===== src/rtl/piksel_akis_besleyici.sv =====
// Frame feeder: reads S pixels from a 1-cycle-latency RAM and streams them
// over valid/ready through a 2-entry buffer, credit-limited so nothing drops.
module piksel_akis_besleyici #(
  parameter int V = 8,
  parameter int S = 76800,
  parameter int A = 17
) (
  input  logic         clk_i,
  input  logic         rst_i,
  input  logic         bas_i,
  output logic         ram_en_o,
  output logic [A-1:0] ram_addr_o,
  input  logic [V-1:0] ram_data_i,
  output logic [V-1:0] veri_o,
  output logic         veri_gecerli_o,
  input  logic         veri_al_i,
  output logic         son_o,
  output logic         mesgul_o,
  output logic         bitti_o
);

  typedef enum logic [1:0] {BOSTA, OKU, BOSALT, BITTI} durum_e;

  localparam logic [A-1:0] SON_ADR = A'(S - 1);

  durum_e         durum_q, durum_d;
  logic [A-1:0]   oku_q, oku_d;
  logic [A-1:0]   akt_q, akt_d;
  logic [V-1:0]   tam0_q, tam0_d;
  logic [V-1:0]   tam1_q, tam1_d;
  logic [1:0]     dol_q, dol_d;
  logic           bek_q, bek_d;
  logic           aktar;
  logic           kredi_ok;
  logic           oku_ver;

  assign veri_gecerli_o = (dol_q != 2'd0);
  assign veri_o         = tam0_q;
  assign ram_addr_o     = oku_q;
  assign son_o          = veri_gecerli_o & (akt_q == SON_ADR);
  assign aktar          = veri_gecerli_o & veri_al_i;

  // Buffered + in-flight entries after this cycle's pop must leave room for one more.
  assign kredi_ok = ({1'b0, dol_q} + {2'b00, bek_q}) <= (3'd1 + {2'b00, aktar});
  assign oku_ver  = (durum_q == OKU) && kredi_ok;

  always_ff @(posedge clk_i or negedge rst_i) begin
    if (!rst_i) begin
      durum_q <= BOSTA;
      oku_q   <= '0;
      akt_q   <= '0;
      tam0_q  <= '0;
      tam1_q  <= '0;
      dol_q   <= 2'd0;
      bek_q   <= 1'b0;
    end else begin
      durum_q <= durum_d;
      oku_q   <= oku_d;
      akt_q   <= akt_d;
      tam0_q  <= tam0_d;
      tam1_q  <= tam1_d;
      dol_q   <= dol_d;
      bek_q   <= bek_d;
    end
  end

  // The last issue moves to BOSALT directly, so the read counter never needs to hold S.
  always_comb begin
    durum_d = durum_q;
    case (durum_q)
      BOSTA:   if (bas_i) durum_d = OKU;
      OKU:     if (oku_ver && (oku_q == SON_ADR)) durum_d = BOSALT;
      BOSALT:  if (aktar && (akt_q == SON_ADR)) durum_d = BITTI;
      BITTI:   durum_d = BOSTA;
      default: durum_d = BOSTA;
    endcase
  end

  always_comb begin
    ram_en_o = 1'b0;
    mesgul_o = 1'b0;
    bitti_o  = 1'b0;
    case (durum_q)
      OKU: begin
        mesgul_o = 1'b1;
        ram_en_o = oku_ver;
      end
      BOSALT:  mesgul_o = 1'b1;
      BITTI:   bitti_o  = 1'b1;
      default: ;
    endcase
  end

  always_comb begin
    oku_d  = oku_q;
    akt_d  = akt_q;
    tam0_d = tam0_q;
    tam1_d = tam1_q;
    dol_d  = dol_q;
    bek_d  = oku_ver;
    if ((durum_q == BOSTA) && bas_i) begin
      oku_d = '0;
      akt_d = '0;
    end
    if (oku_ver) oku_d = oku_q + 1'b1;
    if (aktar)   akt_d = akt_q + 1'b1;
    // tam0 is always the head; push lands behind whatever survives the pop.
    case ({bek_q, aktar})
      2'b10: begin
        if (dol_q == 2'd0) tam0_d = ram_data_i;
        else               tam1_d = ram_data_i;
        dol_d = dol_q + 2'd1;
      end
      2'b01: begin
        tam0_d = tam1_q;
        dol_d  = dol_q - 2'd1;
      end
      2'b11: begin
        if (dol_q == 2'd1) begin
          tam0_d = ram_data_i;
        end else begin
          tam0_d = tam1_q;
          tam1_d = ram_data_i;
        end
      end
      default: ;
    endcase
  end

endmodule


===== config.mk =====
export PLATFORM = sky130hd
export DESIGN_NAME = piksel_akis_besleyici
export DESIGN_NICKNAME = d
export VERILOG_FILES = /design/src/rtl/piksel_akis_besleyici.sv
export SDC_FILE = /design/constraint.sdc
export NUM_CORES = 1
export LEC_CHECK = 0
export CORE_MARGIN = 2
export CORE_UTILIZATION = 40
export CTS_CLUSTER_DIAMETER = 150
export DETAILED_ROUTE_END_ITERATION = 8
export PLACE_DENSITY = 0.66
export SLEW_MARGIN = 10
export SYNTH_ARGS = -nofsm -noshare
export SYNTH_HDL_FRONTEND = slang
export SYNTH_SLANG_ARGS = --single-unit
export TNS_END_PERCENT = 1

===== constraint.sdc =====
create_clock -name clk_i -period 3.4 [get_ports clk_i]
set_clock_uncertainty 0.05 [all_clocks]
set_input_delay 0.51 -clock clk_i [delete_from_list [all_inputs] [get_ports clk_i]]
set_output_delay 0.51 -clock clk_i [all_outputs]
set_load 0.02 [all_outputs]

==> flow_metrics.env <==
export IMPL_grt_pass1_vias=2298
export IMPL_synth_flop_cell="dfrtp_1"
export IMPL_synth_cells=297
export IMPL_final_cell_area_um2=3540
export IMPL_postCtsSetupBuffers=0
export IMPL_htreeDepth=2
export IMPL_clock_sinks=55
export IMPL_synth_top_area_share_pct=48.5
export IMPL_drive_above_1_share_pct=9.89
export IMPL_power_frac_seq_pct=37.8
export IMPL_vias_per_cell=5.19
export IMPL_tritoncts="done"
export IMPL_fp_coreArea_um2=6830
export IMPL_cp_common_cell="inv_1"
export IMPL_clk_pin_slew_ns=0.11
export IMPL_grt_max_degree=30
export IMPL_grtUsageTotal_pct=16.4
export IMPL_hpwl_um=4380
export IMPL_sw_frac_of_total_pct=39.6
export IMPL_yosysSeqAreaShare_pct=48.5
export IMPL_firstDrtPassIters=4
export IMPL_num_vias=2334
export IMPL_grt_first_pass_wirelength_um=10100
export IMPL_status="complete, no violations"
export IMPL_drc=0
export IMPL_finish_utilization_pct=51.9
export IMPL_rows=30
export IMPL_rsz0062_at_grt="false"
export IMPL_startpoint_type="register"
export IMPL_die_y_um=88.3
export IMPL_cpPeakStageDelay_ns=0.58
export IMPL_netlist_area_um2=2840
export IMPL_async_flop_share_pct=100
export IMPL_slowest_stage="or4b_4"
export IMPL_slew_viol_final=0
export IMPL_relSlewSlack_pct=55.1
export IMPL_synth_edf_count=0
export IMPL_endpoint_kind="register"
export IMPL_hold_viol_final=0
export IMPL_dpl_cell_area_um2=3450
export IMPL_start_util_pct=41.6
export IMPL_synthToLayoutAreaGrowth_pct=24.8
export IMPL_wl_per_cell_um=13.1
export IMPL_p_sw_w=0.00103
export IMPL_ant_nets=0
export IMPL_clk_path_buf_depth=2
export IMPL_ioPinCount=42
export IMPL_cellPowerDensity_nw_per_um2=734
export IMPL_tightestPinTransition_ns=0.671
export IMPL_pwr_share_comb_pct=47.5
export IMPL_cts_buffers=5
export IMPL_dp_cells=442
export IMPL_period_share_pct=91.7
export IMPL_crit_required_ns=3.55
export IMPL_insertion_delay_ns=0.31
export IMPL_portBuffers=41
export IMPL_ys_types=37
export IMPL_wirelength_um=5890
export IMPL_syn_num_nets=324
export IMPL_cp_num_buf_inv=3
export IMPL_dieArea_um2=7790
export IMPL_drt_iter0_markers=91
export IMPL_crit_family="simple AND/OR/NAND/NOR gates"
export IMPL_cap_violations=0
export IMPL_die_x_um=88.3
export IMPL_fin_nets=380
export IMPL_worstPathCellList="inv_1 -> ha_1 -> nand2b_1 -> inv_1 -> fa_1 -> or3b_1 -> a21o_1 -> buf_4 -> or4b_4 -> o211ai_1 -> o31ai_1"
export IMPL_yosysTopAreaCell="dfrtp_1"
export IMPL_grt_overflow=0
export IMPL_fmax_mhz=321
export IMPL_ys_ff_latch=55
export IMPL_finalPower_w=0.00260
export IMPL_gp_congestion=0.869
export IMPL_crit_arrival_ns=3.27
export IMPL_synth_warning_count=0
export IMPL_layout_min_cycle_time_ns=3.12
export IMPL_clockPowerShare_pct=14.8
export IMPL_hp_class="primary input to async pin"
export IMPL_instances_no_fill=450
export IMPL_regArea_um2=1380
export IMPL_critPathKind="register to register"
export IMPL_cts_root_buf="clkbuf_8"
export IMPL_intPower_w=0.00157
export IMPL_synth_area_leaders="dfrtp_1 (48%), ha_1 (6.2%), o21ai_0 (6.2%)"
export IMPL_antennaDiodeCount=0
export IMPL_critPathMaxFanout=6
export IMPL_p_leak_nw=1.51
export IMPL_avgSynthCellArea_um2=9.56
export IMPL_fillCellCount=646
export IMPL_antenna_found_initial=0
export IMPL_multi_input_area_um2=1390
export IMPL_ir_drop_mv=0.244
export IMPL_setup_viol=0
==> kinds of logic after synthesis <==
| logic type | count (synthesis) | share of synthesized area, % |
|---|---|---|
| AO/OA/AOI/OAI | 76 | 16.1 |
| XOR/XNOR | 4 | 1.23 |
| adder cells (fa/ha/maj) | 15 | 6.87 |
| buffers and inverters | 21 | 2.78 |
| flip-flops | 55 | 48.5 |
| multiplexers | 15 | 5.68 |
| AND/OR/NAND/NOR | 111 | 18.9 |
==> repair_timing <==
item                       CTS  global route
pin swaps                    0             0
hold endpoints to repair     0             0
hold buffers                 0             0
setup endpoints to repair    1             2
resized for setup            1             3
==> path summary, 6_finish.rpt <==
check / start / end / slack (ns) / cells after the start
setup / recovery: dol_q[1]$_DFFE_PN0P_ / ram_addr_o[15]$_DFFE_PN0P_ / 0.28 / 11
hold / removal: rst_i / veri_o[7]$_DFFE_PN0P_ / 0.14 / 1
setup reg to reg: dol_q[1]$_DFFE_PN0P_ / ram_addr_o[15]$_DFFE_PN0P_ / 0.28 / 11
hold reg to reg: veri_o[4]$_DFFE_PN0P_ / veri_o[4]$_DFFE_PN0P_ / 0.44 / 2
max in group asynchronous: rst_i / durum_q[1]$_DFFE_PN0P_ / 2.37 / 2
min in group clk_i: veri_o[4]$_DFFE_PN0P_ / veri_o[4]$_DFFE_PN0P_ / 0.44 / 2
==> metrics by stage <==
stage	setup TNS (ns)	hold slack, ns	worst slack (ns)
2_1_floorplan	0	0.164	0.0627
3_3_place_gp	-0.0336	0.413	-0.0336
3_5_place_dp	-0.163	0.419	-0.0747
4_1_cts	0	0.158	0.123
5_1_grt	0	0.194	0.0842
6_report	0	0.142	0.284
==> flip-flops by register name, indices dropped and copies added, names as in the netlist <==
signal / flops
akt_q: 17
bek_q: 1
dol_q: 2
durum_q: 2
ram_addr_o: 17
tam1_q: 8
veri_o: 8
==> synth_stat cells (all sizes together) (6+ instances only) <==
library cell,count
a22oi,8
nand3,23
ha,14
inv,15
dfrtp,55
o21ai,37
a21oi,13
mux2i,6
mux2,9
clkbuf,6
nor2,10
nor3,7
nand2,45
==> metal layers <==
layer / global-route usage, % / vias to the layer above / part of all wire, %
met2: 28.2 / 47 / 49
li1: - / 1187 / -
met1: 20.8 / 1088 / 46
met5: 0 / - / 0
met3: 3.36 / 12 / 3.8
met4: 5.37 / 0 / 1.6
==> power groups by stage <==
stage	Sequential, W	Combinational [W]	Clock, W
after global placement	0.000988	0.00123	0
after detailed placement	0.000997	0.00125	0
after global routing	0.00101	0.00138	0.000428
final	0.000982	0.00124	0.000384
after floorplan	0.00106	0.000692	0
after CTS	0.000985	0.00125	0.000401
==> cells in the final DEF, fill, tap and decap left out, types with 2 or more instances in the layout <==
master,instances
nand3b_1,3
clkbuf_8,5
nor3_1,7
inv_1,15
xor2_1,2
dfrtp_1,55
nand2_1,45
o31ai_1,5
o211ai_1,4
clkinv_4,2
a22o_1,2
nand4_1,5
or4b_1,2
mux2i_1,6
or3_1,5
and3_1,5
xnor2_1,2
nand3_1,23
ha_1,14
nand2b_1,2
o21ai_1,2
nor2_1,10
o41ai_1,2
clkdlybuf4s50_1,39
buf_4,14
o21ai_0,35
mux2_2,8
a21oi_1,12
a22oi_1,8
==> cell type report <==
cell class | count | area share (%)
tap | 96 | 3.39
clock buffer | 5 | 1.94
sequential | 55 | 38.8
multi-input combinational | 221 | 39.2
clock inverter | 3 | 0.812
inverter | 15 | 1.59
timing repair buffer | 55 | 14.3
(Power assumes the default switching activity.)
